`src/rtl/score_timer.sv`:
```
// Whack-a-mole game controller: BCD countdown timer, saturating BCD score and
// an IDLE/RUN/OVER state machine driving a four-digit display with blinking.
module score_timer (
    input  logic       clk,
    input  logic       rst_n,
    input  logic       tick_1hz,
    input  logic       start,
    input  logic       hit,
    input  logic       miss,
    input  logic       difficulty,
    output logic [3:0] digit0,
    output logic [3:0] digit1,
    output logic [3:0] digit2,
    output logic [3:0] digit3,
    output logic       enable,
    output logic       blink,
    output logic       blink_enable,
    output logic       game_over
);

    typedef enum logic [1:0] {
        IDLE = 2'd0,
        RUN  = 2'd1,
        OVER = 2'd2
    } state_t;

    state_t     state_q, state_d;
    logic [3:0] tim_tens_q, tim_tens_d;
    logic [3:0] tim_ones_q, tim_ones_d;
    logic [3:0] sc_tens_q, sc_tens_d;
    logic [3:0] sc_ones_q, sc_ones_d;
    logic       blink_q, blink_d;
    logic       enable_q, enable_d;
    logic       blink_enable_q, blink_enable_d;
    logic       game_over_q, game_over_d;

    logic [3:0] start_tens;
    logic       timer_at_one;

    // Starting time is 60 s for easy and 30 s for hard.
    assign start_tens   = difficulty ? 4'd3 : 4'd6;
    assign timer_at_one = (tim_tens_q == 4'd0) && (tim_ones_q == 4'd1);

    always_comb begin
        state_d    = state_q;
        tim_tens_d = tim_tens_q;
        tim_ones_d = tim_ones_q;
        sc_tens_d  = sc_tens_q;
        sc_ones_d  = sc_ones_q;
        blink_d    = blink_q;

        case (state_q)
            IDLE: begin
                tim_tens_d = start_tens;
                tim_ones_d = 4'd0;
                sc_tens_d  = 4'd0;
                sc_ones_d  = 4'd0;
                blink_d    = 1'b0;
                if (start) begin
                    state_d = RUN;
                end
            end

            RUN: begin
                if (start) begin
                    tim_tens_d = start_tens;
                    tim_ones_d = 4'd0;
                    sc_tens_d  = 4'd0;
                    sc_ones_d  = 4'd0;
                end else begin
                    // Simultaneous hit and miss cancel out.
                    if (hit && !miss) begin
                        if (sc_tens_q == 4'd9 && sc_ones_q == 4'd9) begin
                            sc_tens_d = sc_tens_q;
                        end else if (sc_ones_q == 4'd9) begin
                            sc_ones_d = 4'd0;
                            sc_tens_d = sc_tens_q + 4'd1;
                        end else begin
                            sc_ones_d = sc_ones_q + 4'd1;
                        end
                    end else if (miss && !hit) begin
                        if (sc_tens_q == 4'd0 && sc_ones_q == 4'd0) begin
                            sc_tens_d = sc_tens_q;
                        end else if (sc_ones_q == 4'd0) begin
                            sc_ones_d = 4'd9;
                            sc_tens_d = sc_tens_q - 4'd1;
                        end else begin
                            sc_ones_d = sc_ones_q - 4'd1;
                        end
                    end

                    if (tick_1hz) begin
                        if (tim_ones_q == 4'd0) begin
                            tim_ones_d = 4'd9;
                            tim_tens_d = tim_tens_q - 4'd1;
                        end else begin
                            tim_ones_d = tim_ones_q - 4'd1;
                        end
                        if (timer_at_one) begin
                            state_d = OVER;
                            blink_d = 1'b0;
                        end
                    end
                end
            end

            OVER: begin
                if (start) begin
                    state_d    = IDLE;
                    blink_d    = 1'b0;
                    tim_tens_d = start_tens;
                    tim_ones_d = 4'd0;
                    sc_tens_d  = 4'd0;
                    sc_ones_d  = 4'd0;
                end else if (tick_1hz) begin
                    blink_d = ~blink_q;
                end
            end

            default: begin
                state_d = IDLE;
            end
        endcase

        enable_d       = (state_d != IDLE);
        blink_enable_d = (state_d == OVER);
        game_over_d    = (state_d == OVER);
    end

    always_ff @(posedge clk) begin
        if (!rst_n) begin
            state_q        <= IDLE;
            tim_tens_q     <= start_tens;
            tim_ones_q     <= 4'd0;
            sc_tens_q      <= 4'd0;
            sc_ones_q      <= 4'd0;
            blink_q        <= 1'b0;
            enable_q       <= 1'b0;
            blink_enable_q <= 1'b0;
            game_over_q    <= 1'b0;
        end else begin
            state_q        <= state_d;
            tim_tens_q     <= tim_tens_d;
            tim_ones_q     <= tim_ones_d;
            sc_tens_q      <= sc_tens_d;
            sc_ones_q      <= sc_ones_d;
            blink_q        <= blink_d;
            enable_q       <= enable_d;
            blink_enable_q <= blink_enable_d;
            game_over_q    <= game_over_d;
        end
    end

    assign digit0       = tim_tens_q;
    assign digit1       = tim_ones_q;
    assign digit2       = sc_tens_q;
    assign digit3       = sc_ones_q;
    assign enable       = enable_q;
    assign blink        = blink_q;
    assign blink_enable = blink_enable_q;
    assign game_over    = game_over_q;

endmodule
```
`config.mk`:
```
export PLATFORM = sky130hd
export DESIGN_NAME = score_timer
export DESIGN_NICKNAME = d
export VERILOG_FILES = /design/src/rtl/score_timer.sv
export SDC_FILE = /design/constraint.sdc
export NUM_CORES = 1
export LEC_CHECK = 0
export BUFFER_PORTS_ARGS = -buffer_cell sky130_fd_sc_hd__buf_2
export CAP_MARGIN = 30
export CORE_MARGIN = 5
export CORE_UTILIZATION = 45
export CTS_CLUSTER_SIZE = 10
export DETAILED_ROUTE_END_ITERATION = 8
export PLACE_DENSITY = 0.67
export SLEW_MARGIN = 10
export SYNTH_ARGS = -nofsm -noshare
export SYNTH_HDL_FRONTEND = slang
export SYNTH_SLANG_ARGS = --single-unit
```
`constraint.sdc`:
```
create_clock -name clk -period 2.6 [get_ports clk]
set_clock_uncertainty 0.1 [all_clocks]
set_input_delay 0.13 -clock clk [delete_from_list [all_inputs] [get_ports clk]]
set_output_delay 0.13 -clock clk [all_outputs]
set_load 0.05 [all_outputs]
```
# Word level (Yosys, flattened, before mapping)
# Cells that the tools add are included.
# classes
n_addsub,6
multipliers,0
div,0
order_cmp,0
n_eq_ne,21
shift,0
muxes,40
n_bitwise,1
n_reduce_logical,19
# op_table
cell,count
4-bit two-way mux,23
4-bit one-hot mux with 3 select lines,4
"4-bit inequality test, second input constant",7
4-bit zero test,4
"4-bit by 1-bit subtractor with 4-bit output, second input constant",4
2-bit two-way mux,5
5-bit AND reduction,2
"3-bit inequality test, second input constant",3
"4-bit by 1-bit adder with 4-bit output, second input constant",2
"4-bit == test, second input constant",2
"2-bit inequality test, second input constant",4
7-bit AND reduction,1
2-bit one-hot mux with 3 select lines,1
1-bit logical AND,5
1-bit two-way mux,5
"2-bit == test, second input constant",2
"4-bit by 1-bit == test with 1-bit output, second input constant",1
"4-bit by 1-bit inequality test with 1-bit output, second input constant",1
4-bit AND reduction,1
3-bit two-way mux,1
1-bit one-hot mux with 3 select lines,1
3-bit AND reduction,1
3-bit nonzero test,1
"2-bit by 1-bit == test with 1-bit output, second input constant",1
other kinds (4),5
# word_totals
ff_bits,21
latchBits,0
ram_bits,0
mem_bits_ro,0
input_bits,7
memories,0

# Depth between registers and ports, before layout
# Gate-level depths: netlist of run 1.
# depth
word_depth,7
ltp_mapped,8
depth_no_buf,7

# Worst setup path after synthesis of run 1
# No wires, ideal clock.
# synth_path
path_kind,reg-to-reg
start,reg sc_ones_q[2] (netlist: digit3[2])
end,reg sc_tens_q[0] (netlist: digit2[0])
setup_ps,127
arrival_time_ps,1728
required_ps,2373
slack_ps,645
path_stages_with_launch,7
path_buffers,1
synth_period_minus_slack_ps,1955
cell_sequence,dfxtp_1 buf_2 nor4_1 a32o_1 a21oi_4 o21ai_2 mux2i_1
# synth_between
elab_chain_cells,4
word_cells_on_any_way,9
classes_between,eq/ne (5); reduce/logical (4)
# synth_rtl
item,line_no,source
start: declaration,31,"logic [3:0] sc_ones_q, sc_ones_d;"
start signal: assignment,146,sc_ones_q <= sc_ones_d;
4-bit == test or 4-bit zero test (tied branches),--,
"1-bit logical AND, on equally long branches","73, 82",
4-bit inequality test (no source line),--,
7-bit AND reduction (no source line) *,--,
end signal: assignment,145,sc_tens_q <= sc_tens_d;
end: declaration,30,"logic [3:0] sc_tens_q, sc_tens_d;"
# Every way passes the cells marked *; elsewhere a longest branch is shown, timed or not.
# A chain may end at the register's enable or synchronous reset.

# Worst setup path in the final report of run 1
# layout_path
start,reg state_q[1]
end,"reg tim_tens_q[3] (netlist: digit0[3]), enable pin"
# layout_between
elab_chain_cells,3
word_cells_on_any_way,8
classes_between,eq/ne (6); reduce/logical (2)
# layout_rtl
item,line_no,source
start: declaration,27,"state_t state_q, state_d;"
start signal: assignment,142,state_q <= state_d;
"2-bit == test, or another cell as far along",52,case (state_q)
"4-bit by 1-bit inequality test with 1-bit output (no source line), or another cell as far along",--,
4-bit AND reduction (no source line) *,--,
end signal: assignment,133,tim_tens_q <= start_tens;
end signal: assignment,143,tim_tens_q <= tim_tens_d;
end: declaration,28,"logic [3:0] tim_tens_q, tim_tens_d;"
# Marked as above.

==> flow_summary.ini, run 1 <==
[grt]
antenna_found_initial = 0
track_usage_pct = 16.5
gr-total-overflow = 0
grt_pass1_wl_um = 5610
grt_max_degree = 14
grt_pass1_vias = 1157

[logic_synthesis]
synth_ff_type = dfxtp_1
synth.distinct_cells = 52
syn_inst = 163
synth-compound-area-share_pct = 17.5
synth_top_family_by_area = simple AND/OR/NAND/NOR gates
syn_nets = 178
yosys_warnings = 0
synth_edf_count = 4
synth_xor_area_share_pct = 4.41
synth_seq_cells = 21
synth_fa_ha_area_share_pct = 7.73
muxShareOfSynthArea_pct = 4.32
synth-simple-area-share_pct = 27.2
syn_area_per_cell_um2 = 8.54
async_flop_share_pct = 0
netlist_area_mm2 = 0.00139
ys_seq_area_share_pct = 33.1

[sta]
final-hold-violation-count = 0
maxSlewViolCount = 0
period_share_pct = 82.7
period_minus_slack_ns = 2.15
relSlewSlack_pct = 55.9
rsz0062_at_grt = no
worst_pin_slew_ns = 0.655
finalSetupTns_ns = 0
max_freq_ghz = 0.465
setup_viol = 0

[clocking]
cts_root_buf = clkbuf_4
hold_buffers = 0
cts-htree-levels = 1
cts.sinks = 21
tritoncts = done
clk_latency_ns = 0.30
post_cts_buffers = 0
clk_path_buf_depth = 2
cts_resized = 0
cts_made_buffers = 3
path_clk_slew_ns = 0.13

[place]
place_congestion = 0.815
portBuffers = 26
hpwl_um = 2410
dp.cells = 215

[cells_and_area]
final_nets = 202
synthToLayoutAreaGrowth_pct = 11.4
nFillCells = 307
n_antenna_cell = 0
fin_cells = 219
drive_gt1_share_pct = 21.0
multiInputGateArea_um2 = 851
fin_util_pct = 51.6
seq_area_um2 = 460

[power_and_ir_drop]
p_sw_mw = 0.240
comb_power_share_pct = 25.9
clock_power_share_pct = 22.7
power_frac_seq_pct = 51.4
leakagePower_nw = 0.660
vdd_drop_max_v = 0.000231
p_per_area_mw_per_mm2 = 457
p_sw_share_pct = 33.9
power_mw = 0.708
internal_power_mw = 0.468

[detailed_routing]
drc = 0
drt_iter0_markers = 95
num_vias = 1253
firstDrtPassIters = 5
avgViaCountPerCell = 5.72
antenna_left = 0
routedWlPerCell_um = 14.5
wl_um = 3180

[worst_setup_path]
worst_ep_arrival_time_ns = 2.01
cp-end-kind = register
crit_start = state_q[1]
crit_type = register to register
crit_fanout = 9
setup.worst_path.start_class = register
cp.required_ns = 2.46
r2r_start = state_q[1]

[flow_run]
cap_violations = 0

[floorplanning]
die-height_um = 65.6
rows = 20
io_pins = 27
die_w_um = 65.6
core-area_mm2 = 0.00300
die_area_mm2 = 0.00430
start_util_pct = 46.3

[worst_hold_path]
hp-start = difficulty
min-delay-path-class = primary input to register

[status]
status = completed
==> final timing paths <==
check,cells after the start,endpoint,slack (ns)
max,5,digit0[3],0.45
min,3,digit0[0],0.03
max reg2reg,5,digit0[3],0.45
min reg2reg,2,blink,0.39
==> kinds of logic after synthesis <==
logic type | count (synthesis)
simple gates | 68
compound gates | 36
flops | 21
buf+inv | 17
fa+ha+maj | 8
xor+xnor | 7
mux | 6
==> routing by layer <==
metal	GRT usage, %	up-vias	wire, um
met5	0	-	0
met4	5.70	0	31
met3	2.91	4	156
met2	27.1	35	1550
met1	21.6	592	1450
li1	-	622	-
==> critical path, cell delays in order, from the launching register on <==
cell and delay [ns]:
dfxtp_1 0.41, inv_1 0.10, ha_1 0.27, nand2b_1 0.32, a21oi_1 0.07, o21ai_0 0.54
==> cells in the final DEF (no fill, tap or decap), drive strengths merged, types with 3 or more instances in the layout <==
cell,n
mux2i,6
ha,7
buf,26
clkbuf,3
edfxtp,4
a21oi,13
nor2,16
nand2,14
nand3,5
o21ai,11
xnor2,6
inv,9
nand2b,7
nor3,6
or3,3
dfxtp,17
==> cell type report <==
| cell class | count | area share (%) |
|---|---|---|
| well taps | 33 | 2.66 |
| inverters | 10 | 2.58 |
| clock buffers | 3 | 1.45 |
| flip-flops and latches | 21 | 29.7 |
| multi-input cells | 125 | 54.9 |
| repair buffers | 26 | 8.39 |
| clock inverters | 1 | 0.323 |
==> cell usage after synthesis (all sizes together) (2+ instances only) <==
cell type,count,area [um^2]
nand3,5,25.0
edfxtp,4,120
nor4,2,12.5
clkbuf,3,11.3
inv,9,36.3
a21boi,2,15.0
o21ai,11,58.8
mux2i,6,60.1
nor3,6,35.0
dfxtp,17,340
ha,7,87.6
nand2,14,52.6
and2,2,12.5
o211ai,2,15.0
buf,4,28.8
xnor2,6,52.6
or4,2,18.8
a21oi,13,76.3
or3,3,18.8
nand2b,7,51.3
nor2,16,60.1
nor2b,2,12.5
==> sequential cells by signal, indices dropped and copies added, names as in the netlist <==
| name | count |
|---|---|
| digit0 | 4 |
| game_over | 1 |
| enable | 1 |
| blink | 1 |
| digit2 | 4 |
| digit3 | 4 |
| digit1 | 4 |
| state_q | 2 |
==> power groups by stage <==
stage          Combinational [mW]  Clock, mW  Sequential, mW
2_1_floorplan               0.104          0           0.410
3_3_place_gp                0.180          0           0.370
3_5_place_dp                0.183          0           0.372
4_1_cts                     0.184      0.166           0.364
5_1_grt                     0.201      0.187           0.368
6_report                    0.183      0.161           0.364
==> metrics by stage <==
stage	hold slack, ns	cell area, um^2	worst slack (ns)
after detailed placement	0.345	1520	0.454
after global placement	0.346	1520	0.637
after floorplan	0.199	1390	0.645
after global routing	0.0463	1550	0.255
final	0.0294	1550	0.450
after CTS	0.0207	1550	0.430
No activity file was read; power rests on OpenSTA's default activity.
==> run 2, diff against run 1 <==
==> constraint.sdc (replaced) <==
create_clock -name clk -period 2.2 [get_ports clk]
set_clock_uncertainty 0.1 [all_clocks]
set_input_delay 0.11 -clock clk [delete_from_list [all_inputs] [get_ports clk]]
set_output_delay 0.11 -clock clk [all_outputs]
set_load 0.05 [all_outputs]
==> flow_summary.ini, run 2 (synthesis gave the netlist of run 1 again) <==
[status]
status = completed

[grt]
grt_pass1_wl_um = 5600
grt_max_degree = 14
track_usage_pct = 16.6
grt_pass1_vias = 1209
gr-total-overflow = 0
antenna_found_initial = 0

[place]
portBuffers = 26
placed_cell_area_mm2 = 0.00155
place_congestion = 0.897
hpwl_um = 2420
place_ws_ns = 0.214

[worst_setup_path]
cp.required_ns = 2.30
cp-end-kind = register
r2r_start = state_q[1]
reg2reg_slack_ns = 0.19
reg2reg_to = digit2[3]
worst_ep_arrival_time_ns = 2.10
reg2regPathDepth = 7
setup.worst_path.start_class = register
crit_type = register to register
crit_fanout = 8

[worst_hold_path]
worstHoldEndpoint = blink
hp-start = rst_n
min_delay_path_depth = 3
min-delay-path-class = primary input to register

[cells_and_area]
final_nets = 207
design_area_mm2 = 0.00159
final_cell_mix = 26 x buf_2, 17 x dfxtp_1, 16 x nor2_1, 14 x nand2_1, 12 x a21oi_1
final_common_cell = buf_2
n_antenna_cell = 0
drive_gt1_share_pct = 22.0
synthToLayoutAreaGrowth_pct = 14.2
fin_util_pct = 52.9
nFillCells = 294

[power_and_ir_drop]
power_frac_seq_pct = 50.4
leakagePower_nw = 0.681
vdd_drop_max_v = 0.000298
comb_power_share_pct = 26.6
p_sw_mw = 0.287
p_per_area_mw_per_mm2 = 535
power_mw = 0.850
p_sw_share_pct = 33.7
internal_power_mw = 0.563
clock_power_share_pct = 23.0

[clocking]
post_cts_buffers = 0
cts_resized = 0
cts-htree-levels = 1
path_clk_slew_ns = 0.13
cts.sinks = 21
cts_root_buf = clkbuf_4
hold_buffers = 1
cts_made_buffers = 3
clk_path_buf_depth = 2
clk_latency_ns = 0.31
tritoncts = done

[sta]
final-hold-violation-count = 0
max_freq_ghz = 0.498
setup_viol = 0
worst_pin_slew_ns = 0.397
period_share_pct = 91.2
fin_ws_ns = 0.194
maxSlewViolCount = 0
finalSetupTns_ns = 0
period_minus_slack_ns = 2.01
rsz0062_at_grt = no
relSlewSlack_pct = 73.3

[detailed_routing]
num_vias = 1269
routedWlPerCell_um = 14.4
drt_iter0_markers = 104
avgViaCountPerCell = 5.67
drc = 0
wl_um = 3230
firstDrtPassIters = 4
antenna_left = 0

[flow_run]
cap_violations = 0

[floorplanning]
io_pins = 27
core-area_mm2 = 0.00300
die_area_mm2 = 0.00430
rows = 20
start_util_pct = 46.3
die-height_um = 65.6
die_w_um = 65.6
## run 2: changes by cell type in the layout (fill, tap and decap cells not counted)
cell,before,now
buf_4,0,4
clkbuf_1,0,1
clkinv_2,1,0
dlygate4sd3_1,0,1
## run 2: final cells by class
cell class | count | area, um^2 | area share, %
repair buffers | 31 | 170 | 10.7
clock buffers | 4 | 26.3 | 1.65
inverters | 10 | 40.0 | 2.52
flip-flops and latches | 21 | 460 | 29.0
well taps | 33 | 41.3 | 2.60
multi-input cells | 125 | 851 | 53.5
## run 2: through the flow
| stage | hold WS, ns | cells |
|---|---|---|
| after floorplan | 0.179 | 163 |
| after global placement | 0.326 | 219 |
| after detailed placement | 0.325 | 219 |
| after CTS | 0.0340 | 224 |
| after global routing | 0.0679 | 224 |
| final | 0.0569 | 224 |
## run 2: worst max-delay path, stage by stage, from the launching register on
cell     delay [ns]
dfxtp_1        0.42
inv_1          0.10
ha_1           0.27
nor2b_1        0.18
a311o_1        0.30
a21oi_4        0.23
o21ai_2        0.16
mux2i_1        0.14
## run 2: power by group through the flow
stage	registers [mW]	logic (mW)	clock network (mW)
after floorplan	0.484	0.123	0
after global placement	0.435	0.221	0
after detailed placement	0.436	0.225	0
after CTS	0.428	0.227	0.206
after global routing	0.431	0.248	0.220
final	0.428	0.226	0.196
## run 2: worst max-delay path by stage
stage / endpoint / depth (start not counted) / from / slack, ns
6_report: digit2[3] / 7 / state_q[1] / 0.19
5_1_grt: digit2[3] / 7 / state_q[1] / 0.07
4_1_cts: digit2[3] / 7 / state_q[0] / 0.20
3_5_place_dp: digit2[3] / 7 / state_q[0] / 0.21
3_3_place_gp: digit2[1] / 7 / state_q[0] / 0.29
2_1_floorplan: digit2[0] / 6 / digit3[2] / 0.24
## run 2: layer usage
layer	up-vias	wire length [um]	global-route usage (%)
met5	-	0	0
met4	0	21	4.92
met3	2	115	3.59
met2	25	1600	28.4
met1	605	1490	20.6
li1	637	-	-
